`src/rtl/sc_config_ctrl.sv`:
```
// Shadows CPU config writes and commits them atomically to the scanconverter at output vsync.
// Commit lands 2 PCLK after a vsync fall (or a timeout); writes backpressured (wr_ready_o=0) while busy.
module sc_config_ctrl #(
    parameter int SETTLE_FRAMES  = 2,
    parameter int TIMEOUT_CYCLES = 2000000
) (
    input  logic        PCLK_i,
    input  logic        reset,
    input  logic        wr_valid_i,
    output logic        wr_ready_o,
    input  logic [2:0]  wr_addr_i,
    input  logic [31:0] wr_data_i,
    input  logic        commit_req_i,
    output logic        commit_busy_o,
    input  logic        VSYNC_i,
    input  logic        resync_strobe_i,
    output logic [31:0] h_out_config_o,
    output logic [31:0] h_out_config2_o,
    output logic [31:0] v_out_config_o,
    output logic [31:0] v_out_config2_o,
    output logic [31:0] xy_out_config_o,
    output logic [31:0] misc_config_o,
    output logic        blank_o,
    output logic        stable_o,
    output logic        timeout_o
);

    typedef enum logic [1:0] {IDLE, WAIT_VS, APPLY, SETTLE} state_t;

    localparam logic [20:0] TO_LAST  = 21'(TIMEOUT_CYCLES - 1);
    localparam logic [3:0]  SETTLE_N = 4'(SETTLE_FRAMES);

    state_t            state, state_nxt;
    logic [5:0][31:0]  shadow;
    logic [5:0][31:0]  active;
    logic              vs_prev, rs_prev;
    logic              vs_fall, resync_rise;
    logic [20:0]       to_cnt;
    logic              to_flag;
    logic [3:0]        settle_cnt, settle_nxt;

    assign vs_fall       = vs_prev & ~VSYNC_i;
    assign resync_rise   = resync_strobe_i & ~rs_prev;
    assign wr_ready_o    = (state == IDLE);
    assign commit_busy_o = (state != IDLE);

    assign h_out_config_o  = active[0];
    assign h_out_config2_o = active[1];
    assign v_out_config_o  = active[2];
    assign v_out_config2_o = active[3];
    assign xy_out_config_o = active[4];
    assign misc_config_o   = active[5];

    // A resync means the scanconverter re-locked, so settling restarts from zero.
    always_comb begin
        settle_nxt = settle_cnt;
        if (resync_rise)
            settle_nxt = 4'd0;
        else if (vs_fall)
            settle_nxt = settle_cnt + 4'd1;
    end

    always_comb begin
        state_nxt = state;
        case (state)
            IDLE:    if (commit_req_i) state_nxt = WAIT_VS;
            WAIT_VS: if (vs_fall || to_cnt == TO_LAST) state_nxt = APPLY;
            APPLY:   state_nxt = SETTLE;
            SETTLE:  if (settle_nxt == SETTLE_N) state_nxt = IDLE;
            default: state_nxt = IDLE;
        endcase
    end

    always_ff @(posedge PCLK_i or posedge reset) begin
        if (reset) begin
            state      <= IDLE;
            shadow     <= '0;
            active     <= '0;
            vs_prev    <= 1'b1;
            rs_prev    <= 1'b1;
            to_cnt     <= '0;
            to_flag    <= 1'b0;
            settle_cnt <= '0;
            blank_o    <= 1'b1;
            stable_o   <= 1'b0;
            timeout_o  <= 1'b0;
        end else begin
            state   <= state_nxt;
            vs_prev <= VSYNC_i;
            rs_prev <= resync_strobe_i;
            if (wr_valid_i && wr_ready_o && wr_addr_i < 3'd6)
                shadow[wr_addr_i] <= wr_data_i;
            case (state)
                IDLE: begin
                    if (commit_req_i) begin
                        to_cnt  <= '0;
                        to_flag <= 1'b0;
                    end
                end
                WAIT_VS: begin
                    to_cnt <= to_cnt + 21'd1;
                    if (!vs_fall && to_cnt == TO_LAST)
                        to_flag <= 1'b1;
                end
                APPLY: begin
                    active     <= shadow;
                    blank_o    <= 1'b1;
                    stable_o   <= 1'b0;
                    timeout_o  <= to_flag;
                    settle_cnt <= '0;
                end
                SETTLE: begin
                    settle_cnt <= settle_nxt;
                    if (settle_nxt == SETTLE_N) begin
                        blank_o  <= 1'b0;
                        stable_o <= 1'b1;
                    end
                end
                default: ;
            endcase
        end
    end

endmodule

```
`config.mk`:
```
export PLATFORM = sky130hd
export DESIGN_NAME = sc_config_ctrl
export DESIGN_NICKNAME = d
export VERILOG_FILES = /design/src/rtl/sc_config_ctrl.sv
export SDC_FILE = /design/constraint.sdc
export NUM_CORES = 1
export LEC_CHECK = 0
export BUFFER_PORTS_ARGS = -buffer_cell sky130_fd_sc_hd__buf_2
export CORE_MARGIN = 2
export CORE_UTILIZATION = 45
export DETAILED_ROUTE_END_ITERATION = 7
export GPL_ROUTABILITY_DRIVEN = 0
export PLACE_DENSITY_LB_ADDON = 0.3
export SYNTH_ARGS = -nofsm -noshare
export SYNTH_HDL_FRONTEND = slang
export SYNTH_SLANG_ARGS = --single-unit
```
`constraint.sdc`:
```
create_clock -name PCLK_i -period 21.7 [get_ports PCLK_i]
set_input_delay 5.425 -clock PCLK_i [delete_from_list [all_inputs] [get_ports PCLK_i]]
set_output_delay 5.425 -clock PCLK_i [all_outputs]
set_load 0.03 [all_outputs]
```
==> results_dict.tcl, run 1 <==
set metrics [dict create \
    initial_core_util_pct 45.8 \
    die_x_um 192 \
    powerDensity_nw_per_um2 161 \
    crit_chain "buf_2 > inv_8 > buf_4 > buf_4" \
    crit_end "shadow[184]" \
    gr-usage-all-layers_pct 18.9 \
    slew_violations 0 \
    synthTopCellsByArea "dfrtp_1 (65%), mux2_2 (27%), buf_2 (0.85%), xor2_1 (0.55%), nor2_1 (0.54%)" \
    finalSetupViolations 0 \
    drc 0 \
    cts_sinks 417 \
    layout.nets 1293 \
    status "finished, final reports clean" \
    synth_ff_type "dfrtp_1" \
    fmax_ghz 0.132 \
    relSlewSlack_pct 23.9 \
    holdBufCountCts 0 \
    multi_input_area_sq_um 5270 \
    grt_max_degree 127 \
    cp.arrival_ns 8.09 \
    crit_top_cell "buf_4" \
    dp_hpwl_um 21800 \
    ioPinCount 238 \
    syn_avg_cell_area_sq_um 15.9 \
    holdCritStartpoint "shadow[63]" \
    power_mw 3.05 \
    numCtsBuffers 44 \
    io_buffers 237 \
    cp-start-kind "input pin" \
    stdcell_count 1737 \
    num_rows 68 \
    htree_levels 2 \
    synth_most_common_cell "dfrtp_1" \
    required_ns 22.20 \
    final_util_pct 54.7 \
    endpoint_kind "async pin" \
    synth_xor_area_share_pct 0.881 \
    worst-path-buf-inv 4 \
    grt_pass1_vias 9370 \
    grt_pass1_wl_um 54100 \
    grt.overflow.total 0 \
    syn-instance-count 999 \
    drive_gt1_share_pct 55.1 \
    dieArea_sq_um 36900 \
    rrSetupSlack_ns 18.85 \
    fin_skew_ns 0.0122 \
    r2r-start "state[0]" \
    r2r.worst_path.cells 7 \
    clk-insertion-delay-late_ns 0.53 \
    p_leak_nw 9.27 \
    worstHoldPathType "flop to flop" \
    cts_tree "yes" \
    critPathSlowestCell "buf_4" \
    synth_top_area_cell "dfrtp_1" \
    cp_max_fo 126 \
    synthDistinctLibCells 35 \
    synth_top_family_by_area "multiplexers" \
    maxCapViolCount 0 \
    fin_crit_ns 7.59 \
    fillerInstances 2885 \
    ys_top_cells_by_count "dfrtp_1 (414), mux2_2 (381), buf_2 (27)" \
    async_flop_share_pct 100 \
    drt-vias-per-instance 5.15 \
    antenna_found_initial 1 \
    routedWlPerCell_um 19.9 \
    ant_nets 0 \
    cts_setup_buffers 0 \
    synthMuxAreaShare_pct 27.5 \
    synthAdderAreaFrac_pct 0.472 \
    synth_nets 1046 \
    seq_area_sq_um 10400 \
    cp-startpoint "reset" \
    fin_crit_sh_pct 35.0 \
    ctsResizeCount 0 \
    cts_max_path_buffers 3 \
    synth-simple-area-share_pct 2.80 \
    synth_edf_count 0 \
    critPathKind "input pin to async pin" \
    hold_viol_final 0 \
    cts_root_buffer "clkbuf_16" \
    num_vias 8939 \
    worst_pin_slew_ns 1.11 \
    synth_top_cell_area_share_pct 65.1 \
    clkTransAtPathRegs_ns 0.06 \
    syn_area_sq_um 15900 \
    drt_pre_antenna_iters 4 \
    r2r-end "to_cnt[18]" \
    cp.depth 4 \
    core_sq_um 34700 \
    synth-seq-cells 417 \
    tns_ns 0 \
    yosys_warnings 0 \
    synth_compound_area_share_pct 1.20 \
    rsz0062_at_grt "no" \
    drtIter0Drc 350 \
    seq_area_frac_synth_pct 65.6 \
    wirelength_um 34600 \
    post-place-cells 1655 \
    die_h_um 192 \
    slowest_delay_ns 0.89 \
    critPathTopFamily "buffers and inverters" \
    irDropWorstVdd_uv 77.6 \
    synthToLayoutAreaGrowth_pct 19.3 \
]
-- per-layer routing --
layer	share of wire [%]	track usage, %	up-vias
met2	48	31.0	193
met5	0	0	-
li1	-	-	4025
met4	1.4	3.99	0
met1	45	25.7	4683
met3	5.6	4.59	38
-- worst min path at each step --
| stage | slack [ns] | cells after the start | end |
|---|---|---|---|
| CTS | 0.49 | 1 | shadow[19] |
| detailed placement | 0.48 | 1 | shadow[19] |
| global route | 0.51 | 1 | h_out_config_o[23] |
| floorplan | 0.46 | 2 | to_flag |
| global placement | 0.47 | 1 | shadow[17] |
| finish | 0.49 | 1 | shadow[63] |
-- sequential cells by signal, indices dropped and copies added (netlist names), 2 cells and up --
register and cells:
state 2, v_out_config2_o 32, h_out_config_o 32, h_out_config2_o 32, xy_out_config_o 32, shadow 192, v_out_config_o 32, misc_config_o 32
to_cnt 21, settle_cnt 4
-- cell type report --
type	instances	share of cell area [%]
multi-input combinational	528	27.8
inverter	8	0.198
sequential	417	55.0
antenna	1	0.0132
tap	455	3.00
clock buffer	68	6.76
timing repair buffer	247	6.65
clock inverter	13	0.600
-- cells by family (layout without fill, tap and decap cells) --
kind of cell / after synthesis / count (layout)
AO/OA/AOI/OAI: 31 / 31
XOR/XNOR: 16 / 16
adder cells (fa/ha/maj): 6 / 6
buffers and inverters: 54 / 336
flip-flops: 417 / 417
multiplexers: 389 / 389
other: 0 / 1
AND/OR/NAND/NOR: 86 / 86
-- placed cells by master (no fill, tap or decap), types with 6 or more instances in the layout --
| cell type | Yosys | layout |
|---|---|---|
| xor2_1 | 10 | 10 |
| nor2_1 | 23 | 19 |
| xnor2_1 | 6 | 6 |
| buf_4 | 1 | 10 |
| inv_1 | 8 | 7 |
| clkbuf_8 | 0 | 7 |
| o21ai_0 | 12 | 12 |
| a21oi_1 | 7 | 7 |
| nand2_1 | 17 | 17 |
| mux2_2 | 381 | 381 |
| dfrtp_1 | 414 | 414 |
| nand3_1 | 14 | 14 |
| clkbuf_16 | 0 | 45 |
| buf_2 | 27 | 237 |
| clkbuf_1 | 17 | 16 |
-- metrics by stage --
step,setup WS (ns),hold slack [ns],cell area (sq um)
after floorplan,4.67,0.457,15900
after global placement,13.48,0.470,17600
after detailed placement,13.42,0.477,17600
after CTS,13.99,0.490,19000
after global routing,13.63,0.510,19000
final,14.11,0.488,19000
-- where the power goes --
part           total, mW  internal [mW]  switching (mW)  leakage [nW]
logic               1.07          0.459           0.616          3.25
clock network      0.721          0.421           0.300         0.673
registers           1.25           1.10           0.155          5.35
total               3.05           1.98            1.07          9.27
Power figures use the tool's default switching activity.
==> inputs of run 2 (changes only) <==
clock period = 7.6 ns   (was 21.7 ns; I/O delays follow)
==> results_dict.tcl, run 2 (synthesis gave the netlist of run 1 again) <==
set metrics [dict create \
    grt_pass1_wl_um 53000 \
    cts_root_buffer "clkbuf_16" \
    cts_sinks 417 \
    critPathKind "flop to output pin" \
    drc 0 \
    final_common_cell "dfrtp_1" \
    core_sq_um 34700 \
    grt.overflow.total 0 \
    diodes 0 \
    fin_crit_ns 3.77 \
    ant_nets 0 \
    seq_area_sq_um 10400 \
    status "finished, final reports clean" \
    drt-vias-per-instance 5.12 \
    layout.nets 1293 \
    cp-start-kind "flop" \
    regMostFlops "shadow" \
    hold_ws_ns 0.489 \
    drive_gt1_share_pct 55.5 \
    holdBufCountCts 0 \
    wirelength_um 33500 \
    num_vias 8861 \
    hold_viol_final 0 \
    largest_reg_flops 192 \
    layout_common_cells "dfrtp_1 (414), mux2_2 (381), buf_2 (237)" \
    relSlewSlack_pct 29.7 \
    routedWlPerCell_um 19.4 \
    cp.arrival_ns 1.87 \
    die_h_um 192 \
    clkTransAtPathRegs_ns 0.06 \
    ioPinCount 238 \
    htree_levels 2 \
    antenna_found_initial 0 \
    clk-insertion-delay-late_ns 0.55 \
    multi_input_area_sq_um 5270 \
    drt_pre_antenna_iters 4 \
    fin_skew_ns 0.0154 \
    fmax_ghz 0.266 \
    die_x_um 192 \
    cts_max_path_buffers 3 \
    worstHoldPathType "flop to flop" \
    tns_ns 0 \
    finalSetupViolations 0 \
    dp_hpwl_um 21400 \
    initial_core_util_pct 45.8 \
    grt_pass1_vias 9222 \
    fin_crit_sh_pct 49.5 \
    required_ns 5.70 \
    num_rows 68 \
    dieArea_sq_um 36900 \
    io_buffers 237 \
    irDropWorstVdd_uv 252 \
    cts_setup_buffers 0 \
    cp_max_fo 8 \
    numCtsBuffers 44 \
    cts_tree "yes" \
    drtIter0Drc 352 \
    powerDensity_nw_per_um2 460 \
    maxCapViolCount 0 \
    rsz0062_at_grt "no" \
    fillerInstances 2931 \
    gr-usage-all-layers_pct 18.6 \
    slew_violations 0 \
    worst_pin_slew_ns 1.05 \
    synthToLayoutAreaGrowth_pct 19.8 \
    grt_max_degree 194 \
    p_leak_nw 9.32 \
    ctsResizeCount 0 \
    endpoint_kind "output pin" \
]
## run 2: cell count changes in the layout (fill, tap and decap cells not counted)
cell,delta
buf_12,+2
bufinv_16,+3
buf_4,-2
diode_2,-1
clkbuf_1,-7
clkbuf_8,+2
inv_6,-2
clkinv_2,+1
clkinvlp_4,-1
inv_8,-2
## run 2: power by group
group | total, mW | switching, mW | internal [mW]
logic | 3.06 | 1.75 | 1.31
registers | 3.57 | 0.438 | 3.13
clock network | 2.13 | 0.829 | 1.30
total | 8.75 | 3.01 | 5.74
## run 2: worst paths after layout
check                            from             endpoint  slack [ns]  cells past startpoint
max                          state[0]        commit_busy_o        3.83                      4
min                        shadow[17]           shadow[17]        0.49                      1
min in group asynchronous       reset   v_out_config2_o[9]        1.40                      2
min reg2reg                shadow[17]           shadow[17]        0.49                      1
max reg2reg                  state[0]  h_out_config2_o[27]        4.70                      5
max in group asynchronous       reset  v_out_config2_o[21]        4.80                      3
## run 2: layout make-up
type                       instances  area share [%]
tap                              455            2.99
clock buffer                      63            6.74
sequential                       417            54.8
timing repair buffer             247            6.75
multi-input combinational        528            27.7
clock inverter                    12           0.867
inverter                           8           0.177
## run 2: per-stage QoR
stage	power, mW	instance area (sq um)	utilization (%)	std cells	setup slack [ns]
after floorplan	5.81	15900	-	999	0.0789
after global placement	6.59	17600	50.7	1655	3.81
after detailed placement	6.70	17600	50.7	1655	3.77
after CTS	8.87	19000	54.9	1730	3.80
after global routing	9.25	19000	54.9	1730	3.76
final	8.75	19000	54.9	1730	3.83
## run 2: layer usage
layer	vias to the layer above	share of wire [%]	track usage, %
met5	-	0	0
met4	0	3.2	7.43
met3	64	5.5	4.57
met2	194	47	29.2
met1	4588	45	25.0
li1	4015	-	-
## run 2: critical path, cell delays in order (launching register included)
cell     delay (ns)
dfrtp_1        0.42
inv_1          0.13
ha_1           0.40
inv_1          0.15
buf_2          0.22
==> inputs of run 3 (changes only) <==
clock period = 3.67 ns   (was 7.6 ns; I/O delays follow)
==> results_dict.tcl, run 3 (synthesis gave the netlist of run 1 again) <==
set metrics [dict create \
    status "finished, final reports clean" \
    drive_gt1_share_pct 55.5 \
    worstHoldPathType "input pin to async pin" \
    ioPinCount 238 \
    combPwrFrac_pct 35.4 \
    hold_ws_ns 0.463 \
    endpoint_kind "output pin" \
    htree_levels 2 \
    drtIter0Drc 313 \
    switchingPower_mw 6.28 \
    power_mw 18.1 \
    relSlewSlack_pct 29.2 \
    p_leak_nw 9.36 \
    ant_nets 0 \
    critPathTopFamily "buffers and inverters" \
    drt-vias-per-instance 5.17 \
    synthToLayoutAreaGrowth_pct 20.3 \
    num_vias 8995 \
    cp-start-kind "flop" \
    core_sq_um 34700 \
    gr-usage-all-layers_pct 18.4 \
    slowest_delay_ns 0.42 \
    worst_pin_slew_ns 1.03 \
    cp.depth 4 \
    numCtsBuffers 43 \
    worst-path-buf-inv 3 \
    post-place-cells 1660 \
    r2r-start "state[0]" \
    dp_hpwl_um 21900 \
    drt_pre_antenna_iters 4 \
    rrSetupSlack_ns 0.96 \
    crit_chain "inv_1 > ha_1 > inv_1 > buf_2" \
    wirelength_um 33600 \
    crit_top_cell "inv_1" \
    io_buffers 237 \
    cts_setup_buffers 0 \
    switching_share_pct 34.7 \
    cts_max_path_buffers 3 \
    dieArea_sq_um 36900 \
    critPathKind "flop to output pin" \
    clk-insertion-delay-late_ns 0.54 \
    critPathSlowestCell "dfrtp_1" \
    grt.overflow.total 0 \
    initial_core_util_pct 45.8 \
    powerDensity_nw_per_um2 945 \
    slew_violations 0 \
    cp.arrival_ns 1.86 \
    regMostFlops "shadow" \
    r2r-end "to_cnt[20]" \
    die_h_um 192 \
    drc 0 \
    diodes 0 \
    routedWlPerCell_um 19.3 \
    cellInternalPower_mw 11.8 \
    p_clk_share_pct 23.7 \
    fin_crit_ns 2.78 \
    holdBufCountCts 0 \
    layout.nets 1297 \
    finalSetupViolations 0 \
    hold_viol_final 0 \
    cts_sinks 417 \
    stdcell_count 1739 \
    seq_power_share_pct 40.9 \
    grt_max_degree 173 \
    maxCapViolCount 0 \
    antenna_found_initial 0 \
    rsz0062_at_grt "no" \
    r2r.worst_path.cells 7 \
    cp_max_fo 8 \
    num_rows 68 \
    cts_root_buffer "clkbuf_16" \
    grt_pass1_wl_um 52700 \
    largest_reg_flops 192 \
    fin_ws_ns 0.889 \
    grt_pass1_vias 9358 \
    layout_common_cells "dfrtp_1 (414), mux2_2 (381), buf_2 (237)" \
    cts_tree "yes" \
    fin_crit_sh_pct 75.8 \
    ctsResizeCount 0 \
    die_x_um 192 \
    pre_cts_ws_ns 0.873 \
    final_common_cell "dfrtp_1" \
    clkTransAtPathRegs_ns 0.06 \
    fin_skew_ns 0.0153 \
    required_ns 2.75 \
    irDropWorstVdd_uv 591 \
    fmax_ghz 0.360 \
]
[run 3: worst min-delay path, cell delays in order]
cell	delay (ns)
buf_2	0.11
clkinvlp_4	0.10
buf_12	0.24
[run 3: worst max-delay path by stage]
stage                       from                 end  slack [ns]
floorplan                  reset  h_out_config2_o[0]       -2.87
global placement    wr_addr_i[0]          shadow[18]        0.89
detailed placement  wr_addr_i[0]          shadow[17]        0.87
CTS                     state[0]       commit_busy_o        0.85
global route            state[0]          to_cnt[20]        0.66
finish                  state[0]       commit_busy_o        0.89
[run 3: stage by stage]
step | util (%) | instance area, sq um | TNS [ns]
global placement | 51.1 | 17700 | 0
floorplan | - | 15900 | -1191.55
detailed placement | 51.1 | 17700 | 0
finish | 55.1 | 19100 | 0
CTS | 55.1 | 19100 | 0
global route | 55.1 | 19100 | 0
[run 3: final cells by class]
class	instances	area [sq um]
fillers	2883	15600
clock inverters	12	125
inverters	8	33.8
clock buffers	67	1290
flip-flops and latches	417	10400
multi-input cells	528	5270
repair buffers	252	1410
well taps	455	569
[run 3: power groups by stage]
stage / clock, mW / sequential, mW / combinational, mW
2_1_floorplan: 0 / 8.99 / 3.05
3_3_place_gp: 0 / 7.38 / 6.37
3_5_place_dp: 0 / 7.47 / 6.50
4_1_cts: 4.42 / 7.41 / 6.52
5_1_grt: 4.60 / 7.63 / 6.84
6_report: 4.28 / 7.40 / 6.41
[run 3: per-layer routing]
layer	wire length, um	GRT usage [%]
met4	685	5.55
met1	15000	24.7
met2	16000	29.6
met3	1950	4.75
met5	0	0
